===== src/rtl/vga_timing_gen.sv =====
// VGA raster timing: 25 MHz pixel enable from a 50 MHz clock, h/v counters, registered syncs.
// Define VGA_FRAME_TICK_EN to build the once-per-frame frame_tick pulse; otherwise it is tied low.
module vga_timing_gen #(
  parameter int H_VISIBLE = 640,
  parameter int H_FRONT   = 16,
  parameter int H_SYNC    = 96,
  parameter int H_BACK    = 48,
  parameter int V_VISIBLE = 480,
  parameter int V_FRONT   = 10,
  parameter int V_SYNC    = 2,
  parameter int V_BACK    = 33
) (
  input  logic       clk,
  input  logic       rst,
  output logic [9:0] x,
  output logic [9:0] y,
  output logic       active_pixels,
  output logic       VGA_HS,
  output logic       VGA_VS,
  output logic       VGA_BLANK_N,
  output logic       VGA_CLK,
  output logic       frame_tick
);

  localparam logic [9:0] H_VIS     = 10'(H_VISIBLE);
  localparam logic [9:0] H_SYNC_LO = 10'(H_VISIBLE + H_FRONT);
  localparam logic [9:0] H_SYNC_HI = 10'(H_VISIBLE + H_FRONT + H_SYNC);
  localparam logic [9:0] H_LAST    = 10'(H_VISIBLE + H_FRONT + H_SYNC + H_BACK - 1);
  localparam logic [9:0] V_VIS     = 10'(V_VISIBLE);
  localparam logic [9:0] V_SYNC_LO = 10'(V_VISIBLE + V_FRONT);
  localparam logic [9:0] V_SYNC_HI = 10'(V_VISIBLE + V_FRONT + V_SYNC);
  localparam logic [9:0] V_LAST    = 10'(V_VISIBLE + V_FRONT + V_SYNC + V_BACK - 1);

  logic       pix_ce;
  logic [9:0] h_cnt;
  logic [9:0] v_cnt;
  logic       h_wrap;

  assign h_wrap = (h_cnt == H_LAST);

  always_ff @(posedge clk) begin
    if (!rst) begin
      pix_ce <= 1'b0;
    end else begin
      pix_ce <= ~pix_ce;
    end
  end

  // Stage 0: raster counters, advanced once per pixel
  always_ff @(posedge clk) begin
    if (!rst) begin
      h_cnt <= 10'd0;
      v_cnt <= 10'd0;
    end else if (pix_ce) begin
      if (h_wrap) begin
        h_cnt <= 10'd0;
        v_cnt <= (v_cnt == V_LAST) ? 10'd0 : v_cnt + 10'd1;
      end else begin
        h_cnt <= h_cnt + 10'd1;
      end
    end
  end

  // Stage 1: registered raster outputs, one pixel behind the counters
  always_ff @(posedge clk) begin
    if (!rst) begin
      x             <= 10'd0;
      y             <= 10'd0;
      active_pixels <= 1'b0;
      VGA_HS        <= 1'b1;
      VGA_VS        <= 1'b1;
    end else if (pix_ce) begin
      x             <= h_cnt;
      y             <= v_cnt;
      active_pixels <= (h_cnt < H_VIS) && (v_cnt < V_VIS);
      VGA_HS        <= !((h_cnt >= H_SYNC_LO) && (h_cnt < H_SYNC_HI));
      VGA_VS        <= !((v_cnt >= V_SYNC_LO) && (v_cnt < V_SYNC_HI));
    end
  end

  assign VGA_BLANK_N = active_pixels;
  assign VGA_CLK     = pix_ce;

`ifdef VGA_FRAME_TICK_EN
  // Registered alongside the outputs so the pulse lands with the first (0, V_VISIBLE) pixel
  always_ff @(posedge clk) begin
    if (!rst) begin
      frame_tick <= 1'b0;
    end else begin
      frame_tick <= pix_ce && (h_cnt == 10'd0) && (v_cnt == V_VIS);
    end
  end
`else
  assign frame_tick = 1'b0;
`endif

endmodule


===== config.mk =====
export PLATFORM = sky130hd
export DESIGN_NAME = vga_timing_gen
export DESIGN_NICKNAME = d
export VERILOG_FILES = /design/src/rtl/vga_timing_gen.sv
export SDC_FILE = /design/constraint.sdc
export NUM_CORES = 1
export LEC_CHECK = 0
export ABC_AREA = 1
export BUFFER_PORTS_ARGS = -buffer_cell sky130_fd_sc_hd__buf_2
export CORE_ASPECT_RATIO = 1.1
export CORE_MARGIN = 10
export CORE_UTILIZATION = 50
export CTS_CLUSTER_SIZE = 16
export DETAILED_ROUTE_END_ITERATION = 16
export GPL_TIMING_DRIVEN = 1
export PLACE_DENSITY = 0.74
export SLEW_MARGIN = 15
export SYNTH_ARGS = -nofsm -noshare
export SYNTH_HDL_FRONTEND = slang
export SYNTH_SLANG_ARGS = --single-unit

===== constraint.sdc =====
create_clock -name clk -period 1.44 [get_ports clk]
set_clock_uncertainty 0.15 [all_clocks]
set_input_delay 0 -clock clk [delete_from_list [all_inputs] [get_ports clk]]
set_output_delay 0 -clock clk [all_outputs]
set_load 0.02 [all_outputs]

-- After elaboration in Yosys (flattened, before gate mapping)
Cells that the tools add are included.
Widths: inputs -> output; s select.
- add/subtract/negate cells: 2
- $lt $le $gt $ge: 6
- equality and inequality tests: 2
- multiplexer cells: 2
- bitwise gates (word level): 1
- reduce and logical (&&, ||, !) cells: 6
- operators with widths (operator ; count):
    $add 10x1->10 const B ; 2
    $eq 10x10->1 const B ; 2
    $lt 10x10->1 const B ; 2
    $lt 10x9->1 const B ; 2
    $mux 10 ; 2
    $ge 10x10->1 const B ; 1
    $ge 10x9->1 const B ; 1
    $logic_and 1x1->1 ; 3
    $logic_not 1->1 ; 2
    $reduce_and 2->1 ; 1
    $not 1->1 ; 1
- register bits: 44
- output and inout port bits: 26

-- Depth between registers and ports, before layout
Gate-level depths: netlist of the first run.
- depth after elaboration: 3
- mapped depth: 9

-- Worst setup path after synthesis of the first run
Ideal clock, no wire load.
- path kind: register -> register
- start point: reg pix_ce (netlist: VGA_CLK)
- end point: reg v_cnt[8]
- data arrival time: 1.275 ns
- required time: 1.175 ns
- slack: -0.100 ns
- cell stages (with the launch flop): 9
- buffers on the path: 1
- clock period less this slack: 1.540 ns
- cells stage by stage: dfxtp_1 > buf_4 > inv_2 > nor3_2 > nand2_2 > nand2_4 > nand2_2 > nand2_1 > nor2_1
- longest elaborated chain between the ends: 1
- ends and longest elaborated chain (what ; RTL line ; source):
    from (decl) ; 34 ; logic pix_ce;
    from (signal assigned) ; 45 ; pix_ce <= ~pix_ce;
    $reduce_and 2->1 (no line) ; n/a ;
    to (signal assigned) ; 57 ; v_cnt <= (v_cnt == V_LAST) ? 10'd0 : v_cnt + 10'd1;
    to (decl) ; 36 ; logic [9:0] v_cnt;
Every way passes these cells.
A chain may end at the register's enable or synchronous reset.

-- Worst setup path in the final report of the first run
- start point: reg v_cnt[1]
- end point: reg v_cnt[9]
- longest elaborated chain between the ends: 2
- elaborated cells between the ends (all ways): 3
- ends and longest elaborated chain (what ; RTL line):
    $add 10x1->10 or $eq 10x10->1 (tied branches) ; 57
    $mux 10 (*) ; 57
Every way passes the cells marked *; elsewhere a longest branch is shown, timed or not.

==> results of run 1 <==
-- power breakdown --
group / internal (mW) / leakage [nW] / switching (mW) / total, mW
Sequential: 1.23 / 0.359 / 0.0162 / 1.25
Clock: 0.515 / 0.0552 / 0.412 / 0.927
Combinational: 0.0572 / 0.769 / 0.102 / 0.159
Total: 1.81 / 1.18 / 0.531 / 2.34
-- final timing paths --
path | slack (ns) | start | end | depth (start not counted)
min | 0.30 | x[9]$_SDFFE_PN0P_ | x[9]$_SDFFE_PN0P_ | 2
max reg2reg | -0.08 | v_cnt[1]$_SDFFE_PN0P_ | v_cnt[9]$_SDFFE_PN0P_ | 9
min reg2reg | 0.30 | x[9]$_SDFFE_PN0P_ | x[9]$_SDFFE_PN0P_ | 2
max | -0.08 | v_cnt[1]$_SDFFE_PN0P_ | v_cnt[9]$_SDFFE_PN0P_ | 9
-- placed cells by master, fill, tap and decap left out, types with 4 or more instances in the layout --
master / instances
dfxtp_2: 6
dfxtp_1: 37
o21ai_0: 17
nor2_4: 4
buf_2: 26
nand4_1: 7
nand2_1: 59
nand3_1: 11
inv_2: 6
nand2_2: 6
buf_4: 28
inv_1: 23
nor2_1: 31
nor2_2: 4
clkbuf_8: 5
a21oi_1: 9
-- per-stage QoR --
step	setup TNS, ns	total power, mW	worst slack [ns]	util [%]
6_report	-0.353	2.34	-0.0796	68.3
5_1_grt	-1.34	2.42	-0.156	68.3
4_1_cts	-0.0964	2.34	-0.0186	65.7
3_5_place_dp	-0.283	1.44	-0.0833	62.1
3_3_place_gp	-0.0746	1.43	-0.0339	62.1
2_1_floorplan	0	1.38	0.0147	-
-- flip-flops by register name (all words and copies together) (netlist names) --
register	flops
VGA_BLANK_N	1
y	10
h_cnt	10
x	10
VGA_HS	1
v_cnt	10
VGA_CLK	1
VGA_VS	1
-- kinds of logic (layout without fill, tap and decap cells) --
| group | Yosys count | in the layout | synth area share, % |
|---|---|---|---|
| DFF | 44 | 44 | 44.8 |
| AOI/OAI and AO/OA | 33 | 33 | 9.29 |
| and+or+nand+nor | 138 | 139 | 33.5 |
| xor gates and xnor gates | 3 | 3 | 1.34 |
| adders and majority gates | 4 | 4 | 2.55 |
| other | 1 | 1 | 0.191 |
| buffers and inverters | 37 | 92 | 8.27 |
-- Yosys cell counts, drive strengths merged (2+ instances only) --
library cell and n:
a21oi 11, nand2 68, nand3b 3, xor2 3, nand4 7, ha 4
inv 29, nor2 39, clkbuf 2, nor3 5, nand3 14, buf 6
o21ai 19, dfxtp 44
-- critical path, delay by kind of cell, from the launching register on --
kind / cells / cell delay, ns
buf+inv: 2 / 0.13
simple gates: 6 / 0.66
flops: 1 / 0.34
fa+ha+maj: 1 / 0.13
-- cell type report --
cell class,instances,area (µm²)
tap,50,62.6
sequential,44,892
fill,297,1180
timing repair buffer,55,350
clock buffer,6,72.6
multi-input combinational,180,1010
clock inverter,2,35.0
inverter,29,109
-- repair_timing --
| item | CTS | global route |
|---|---|---|
| gates resized for setup | 3 | 23 |
| gates cloned | 1 | 0 |
| hold buffers | 1 | 0 |
| setup endpoints to repair | 12 | 17 |
| pin swaps | 3 | 3 |
| buffers inserted | 0 | 4 |
| endpoints found under the hold margin | 7 | 0 |
-- per-layer routing --
metal  routed length, µm  track usage, %
met1                2070            16.5
met2                2460            23.8
met3                 410            5.11
met4                 132            6.57
met5                   0               0
==> impl_metrics.tcl, run 1 <==
set metrics [dict create \
    outcome "finished with violations" \
    violations "negative setup slack" \
    numCtsBuffers 5 \
    grt_max_degree 19 \
    cp_max_fo 6 \
    antenna_found_initial 0 \
    synthFlopType "dfxtp_1" \
    drv_slew 0 \
    fin_hold_ws_ns 0.295 \
    slowest_delay_ns 0.34 \
    die_w_um 79.8 \
    finalNetCount 321 \
    p_leak_nw 1.18 \
    initial_core_util_pct 52.9 \
    critPathArrivalTime_ns 1.56 \
    rsz0062_at_grt "yes" \
    via_per_inst 5.15 \
    cp-end-kind "flip-flop" \
    ys_types 33 \
    cts_num_sinks 44 \
    core_mm2 0.00371 \
    maxCapViolCount 0 \
    slowest_stage "dfxtp_2" \
    seq_area_frac_synth_pct 44.8 \
    netlist_top_cells_area "dfxtp_1, nand2_1, nor2_1, inv_1, o21ai_0" \
    required_ns 1.48 \
    die_area_mm2 0.00684 \
    fmax_mhz 658 \
    critPathKind "flip-flop to flip-flop" \
    power_density_mw_per_mm2 922 \
    synth.avg_cell_area_um2 7.56 \
    diodes 0 \
    place_congestion 0.923 \
    wl_per_cell_um 13.9 \
    insertion_delay_ns 0.30 \
    synth_edf_count 0 \
    synth-seq-cells 44 \
    hold_path.class "flip-flop to flip-flop" \
    gr-total-overflow 0 \
    die_h_um 85.8 \
    boundaryPins 28 \
    setup_slack_ns -0.0796 \
    drive_gt1_share_pct 32.3 \
    layout_min_cycle_time_ns 1.52 \
    clk_path_buf_depth 2 \
    cts.clk_slew.worst_paths_ns 0.08 \
    syn-num-nets 266 \
    async_reset_ff_share_pct 0 \
    finalHoldViolations 0 \
    grt.total_usage_pct 14.5 \
    portBuffers 26 \
    core.rowCount 23 \
    start_kind "flip-flop" \
    wirelength_mm 5.07 \
    grt_pass1_vias 1737 \
    drc 0 \
    synth.top_cell.area_share_pct 44.8 \
    finalNonFillerCells 366 \
    grt_pass1_wl_mm 8.01 \
    fin_crit_sh_pct 106 \
    place_area_mm2 0.00231 \
    ir_drop_v 0.000463 \
    cts-root-buf "clkbuf_8" \
    htreeDepth 2 \
    yosys_warnings 0 \
    drt-pass1-iter-count 4 \
    placed_cells 352 \
    drtIter0Drc 198 \
    cts_tree "done" \
    synth_area_mm2 0.00197 \
    crit_path_cell_trace "inv_2 -> ha_4 -> inv_2 -> nor3_2 -> nand3_2 -> nand2_1 -> nand2_2 -> nand2_1 -> nor2_1" \
    syn_to_final_growth_pct 28.9 \
    post-route-cell-area_mm2 0.00253 \
    synth.largest_area_cell "dfxtp_1" \
    num_vias 1885 \
    setup_violations 11 \
    netlist_instances 260 \
    final_antenna_net_count 0 \
    hpwl_mm 3.45 \
]
Power figures use the tool's default switching activity.
==> inputs of run 2 (changes only) <==
Settings changed: CORE_ASPECT_RATIO 1.1 to unset.
==> impl_metrics.tcl, run 2 (synthesized netlist as in run 1, its figures left out) <==
set metrics [dict create \
    p_leak_nw 1.19 \
    grt.total_usage_pct 14.9 \
    r2r_end "h_cnt[8]$_SDFFE_PN0P_" \
    slowest_delay_ns 0.36 \
    required_ns 1.49 \
    crit_path_cell_trace "ha_4 -> nand2_4 -> nor2_4 -> nand2_4 -> nor2_2 -> nand3_1 -> nand2_1 -> nor2_1" \
    final_antenna_net_count 0 \
    cp_top_family "simple AND/OR/NAND/NOR gates" \
    finalHoldViolations 0 \
    via_per_inst 4.92 \
    placed_cells 349 \
    core_mm2 0.00374 \
    place_congestion 0.891 \
    total_power_mw 2.20 \
    diodes 0 \
    cp-endpoint "h_cnt[8]$_SDFFE_PN0P_" \
    rsz0062_at_grt "yes" \
    die_w_um 82.7 \
    cp_max_fo 3 \
    hold_path.class "flip-flop to flip-flop" \
    drtIter0Drc 82 \
    boundaryPins 28 \
    fmax_mhz 655 \
    cts_num_sinks 44 \
    clk_path_buf_depth 2 \
    slowest_stage "dfxtp_2" \
    violations "negative setup slack" \
    num_vias 1794 \
    layout_min_cycle_time_ns 1.53 \
    core.rowCount 22 \
    hpwl_mm 3.41 \
    gr-total-overflow 0 \
    layout_commonest_cell "nand2_1" \
    drv_slew 0 \
    ff2ff_path_depth 8 \
    outcome "finished with violations" \
    drc 0 \
    cp.depth 8 \
    drt-pass1-iter-count 4 \
    post-route-cell-area_mm2 0.00254 \
    antenna_found_initial 0 \
    place_area_mm2 0.00230 \
    cp-end-kind "flip-flop" \
    finalNonFillerCells 365 \
    crit_top_cell "nand2_4" \
    fin_crit_sh_pct 106 \
    insertion_delay_ns 0.30 \
    die_h_um 82.7 \
    initial_core_util_pct 52.5 \
    htreeDepth 2 \
    cts_tree "done" \
    critPathArrivalTime_ns 1.58 \
    reg2reg_setup_slack_ns -0.09 \
    grt_pass1_vias 1712 \
    wirelength_mm 4.76 \
    numCtsBuffers 5 \
    portBuffers 26 \
    critPathBufInv 0 \
    critPathKind "flip-flop to flip-flop" \
    timing.rr.start "h_cnt[1]$_SDFFE_PN0P_" \
    cts.clk_slew.worst_paths_ns 0.08 \
    die_area_mm2 0.00684 \
    finalNetCount 322 \
    setup_violations 16 \
    ir_drop_v 0.000685 \
    power_density_mw_per_mm2 864 \
    maxCapViolCount 0 \
    drive_gt1_share_pct 31.2 \
    cts-root-buf "clkbuf_8" \
    fin_setup_tns_ns -0.578 \
    grt_pass1_wl_mm 7.87 \
    setup_slack_ns -0.0863 \
    wl_per_cell_um 13.0 \
    start_kind "flip-flop" \
    startpoint "h_cnt[1]$_SDFFE_PN0P_" \
    syn_to_final_growth_pct 29.5 \
    final_cell_mix "nand2_1, dfxtp_1, nor2_1" \
    grt_max_degree 14 \
]
-- run 2: cell types whose count changed in the layout (fill, tap and decap cells not counted), sizes merged --
cell and delta:
clkbuf +2, bufinv -1, buf +1, clkinv -1
-- run 2: how the worst min path moves through the flow --
stage | depth (start not counted) | startpoint | endpoint
5_1_grt | 2 | x[8]$_SDFFE_PN0P_ | x[8]$_SDFFE_PN0P_
3_5_place_dp | 3 | rst | y[9]$_SDFFE_PN0P_
2_1_floorplan | 2 | rst | h_cnt[0]$_SDFFE_PN0P_
3_3_place_gp | 3 | rst | y[9]$_SDFFE_PN0P_
4_1_cts | 2 | x[9]$_SDFFE_PN0P_ | x[9]$_SDFFE_PN0P_
6_report | 2 | x[9]$_SDFFE_PN0P_ | x[9]$_SDFFE_PN0P_
-- run 2: per-stage QoR --
stage / setup slack (ns) / hold slack [ns] / util, %
final: -0.0863 / 0.304 / 68.0
after global routing: -0.155 / 0.325 / 68.0
after CTS: -0.0371 / 0.302 / 66.2
after detailed placement: -0.0910 / 0.157 / 61.3
after global placement: -0.0387 / 0.152 / 61.3
after floorplan: 0.0147 / 0.0104 / -
-- run 2: layout make-up --
class / count / area (µm²)
multi-input cells: 180 / 1010
fillers: 331 / 1200
flip-flops and latches: 44 / 888
inverters: 29 / 109
clock buffers: 8 / 90.1
repair buffers: 56 / 387
well taps: 48 / 60.1
-- run 2: what timing repair did --
| item | 4_1_cts | 5_1_grt |
|---|---|---|
| setup buffers | 3 | 3 |
| gates resized for setup | 10 | 12 |
| hold buffers | 1 | 0 |
| gates cloned | 1 | 0 |
| hold endpoints to repair | 5 | 0 |
| pin swaps | 4 | 9 |
| setup endpoints to repair | 13 | 16 |
-- run 2: layer usage --
layer	track usage [%]	routed length [µm]	up-vias
li1	-	-	938
met1	18.2	2210	806
met2	23.7	2130	41
met3	4.75	319	9
met4	6.19	95	0
met5	0	0	-
-- run 2: worst min-delay path: stages (launching register included) --
cell	delay, ns
dfxtp_1	0.32
nand2_1	0.06
nand2_1	0.04
-- run 2: report_power, final --
group / switching, mW / leakage [nW] / internal, mW / total (mW)
combinational: 0.106 / 0.786 / 0.0572 / 0.163
clock: 0.395 / 0.0455 / 0.391 / 0.786
sequential: 0.0155 / 0.358 / 1.23 / 1.25
==> inputs of run 3 (changes only) <==
Settings changed: CORE_UTILIZATION 50 to 40, PLACE_DENSITY 0.74 to unset.
==> impl_metrics.tcl, run 3 (synthesized netlist as in run 1, its figures left out) <==
set metrics [dict create \
    required_ns 1.54 \
    critPathArrivalTime_ns 1.57 \
    drive_gt1_share_pct 35.0 \
    use_met1_pct 15.0 \
    ir_drop_v 0.000612 \
    cp-end-kind "flip-flop" \
    core_mm2 0.00475 \
    die_area_mm2 0.00812 \
    wirelength_mm 4.90 \
    clk_path_buf_depth 2 \
    grt_pass1_wl_mm 8.36 \
    outcome "finished with violations" \
    finalHoldViolations 0 \
    cts.clk_slew.worst_paths_ns 0.09 \
    die_h_um 90.1 \
    fmax_mhz 680 \
    initial_core_util_pct 41.3 \
    htreeDepth 2 \
    crit_path_cell_trace "ha_4 -> nand2_4 -> nor2_4 -> nand2_4 -> nor2_8 -> buf_12 -> nand2_1 -> nand2_1 -> nand2_1 -> inv_1" \
    drc 0 \
    cts-root-buf "clkbuf_8" \
    fillers 468 \
    drtIter0Drc 88 \
    rsz0062_at_grt "yes" \
    fin_setup_tns_ns -0.0544 \
    wl_per_cell_um 12.6 \
    maxCapViolCount 0 \
    finalNonFillerCells 390 \
    slowest_stage "dfxtp_2" \
    portBuffers 26 \
    crit_top_cell "nand2_1" \
    finalNetCount 328 \
    final_core_utilization_pct 56.1 \
    num_vias 1808 \
    post-place-ws_ns -0.0933 \
    slowest_delay_ns 0.36 \
    place_congestion 0.822 \
    via_per_inst 4.64 \
    drv_slew 0 \
    diodes 0 \
    layout_min_cycle_time_ns 1.47 \
    top_usage_layer "met2" \
    hold_path.class "flip-flop to flip-flop" \
    cts_tree "done" \
    power_density_mw_per_mm2 883 \
    boundaryPins 28 \
    gr-usage-met3_pct 3.41 \
    p_leak_nw 1.24 \
    cp_max_fo 5 \
    gr-total-overflow 0 \
    setup_slack_ns -0.0313 \
    final_antenna_net_count 0 \
    grt.met2_usage_pct 19.4 \
    die_w_um 90.1 \
    cts_num_sinks 44 \
    start_kind "flip-flop" \
    antenna_found_initial 0 \
    syn_to_final_growth_pct 35.6 \
    drt-pass1-iter-count 4 \
    setup_violations 3 \
    critPathKind "flip-flop to flip-flop" \
    layout_commonest_cell "nand2_1" \
    numCtsBuffers 5 \
    grt_pass1_vias 1810 \
    grt.total_usage_pct 12.0 \
    violations "negative setup slack" \
    core.rowCount 25 \
    grt_max_degree 14 \
    fin_crit_sh_pct 102 \
    insertion_delay_ns 0.30 \
    placed_cells 375 \
    final_cell_mix "nand2_1, dfxtp_1, buf_4" \
    hpwl_mm 3.54 \
]
-- run 3: cell types whose count changed in the layout (fill, tap and decap cells not counted), sizes merged --
cell and change:
clkinv +1, bufinv +1, buf +5, clkbuf -1
-- run 3: cell type report --
cell class,count,area [µm²],area share (%)
sequential,44,888,33.3
tap,67,83.8,3.15
clock buffer,6,72.6,2.72
clock inverter,2,35.0,1.31
multi-input combinational,180,1050,39.6
timing repair buffer,62,422,15.8
inverter,29,109,4.08
-- run 3: power by group --
group	internal (mW)	switching [mW]
clock network	0.515	0.419
registers	1.23	0.0140
logic	0.0621	0.109
-- run 3: what timing repair did --
item,4_1_cts,5_1_grt
hold buffers,1,0
pin swaps,10,6
endpoints found under the hold margin,6,0
gates cloned,1,0
setup endpoints to repair,7,18
gates resized for setup,13,21
setup buffers,4,1
-- run 3: metal layers --
layer  vias to the layer above  share of wire [%]
li1                        953                  -
met1                       812                 49
met2                        34                 44
met3                         9                5.4
met4                         0                2.1
met5                         -                  0
-- run 3: path summary, 6_finish.rpt --
path / cells past startpoint / slack (ns) / start / end
worst min-delay path: 2 / 0.30 / x[2]$_SDFFE_PN0P_ / x[2]$_SDFFE_PN0P_
worst max register to register: 10 / -0.03 / h_cnt[1]$_SDFFE_PN0P_ / v_cnt[3]$_SDFFE_PN0P_
worst min register to register: 2 / 0.30 / x[2]$_SDFFE_PN0P_ / x[2]$_SDFFE_PN0P_
worst max-delay path: 10 / -0.03 / h_cnt[1]$_SDFFE_PN0P_ / v_cnt[3]$_SDFFE_PN0P_
-- run 3: critical path: cells and delay by family (launching register included) --
| kind | cells | cell delay, ns |
|---|---|---|
| and+or+nand+nor | 7 | 0.59 |
| buffers and inverters | 2 | 0.18 |
| DFF | 1 | 0.36 |
| adders and majority gates | 1 | 0.15 |
-- run 3: stage by stage --
step	total power, mW	instance area, µm²	hold slack (ns)
6_report	2.35	2670	0.304
5_1_grt	2.44	2670	0.324
4_1_cts	2.38	2590	0.312
3_5_place_dp	1.44	2370	0.235
3_3_place_gp	1.44	2370	0.225
2_1_floorplan	1.38	1990	0.0104
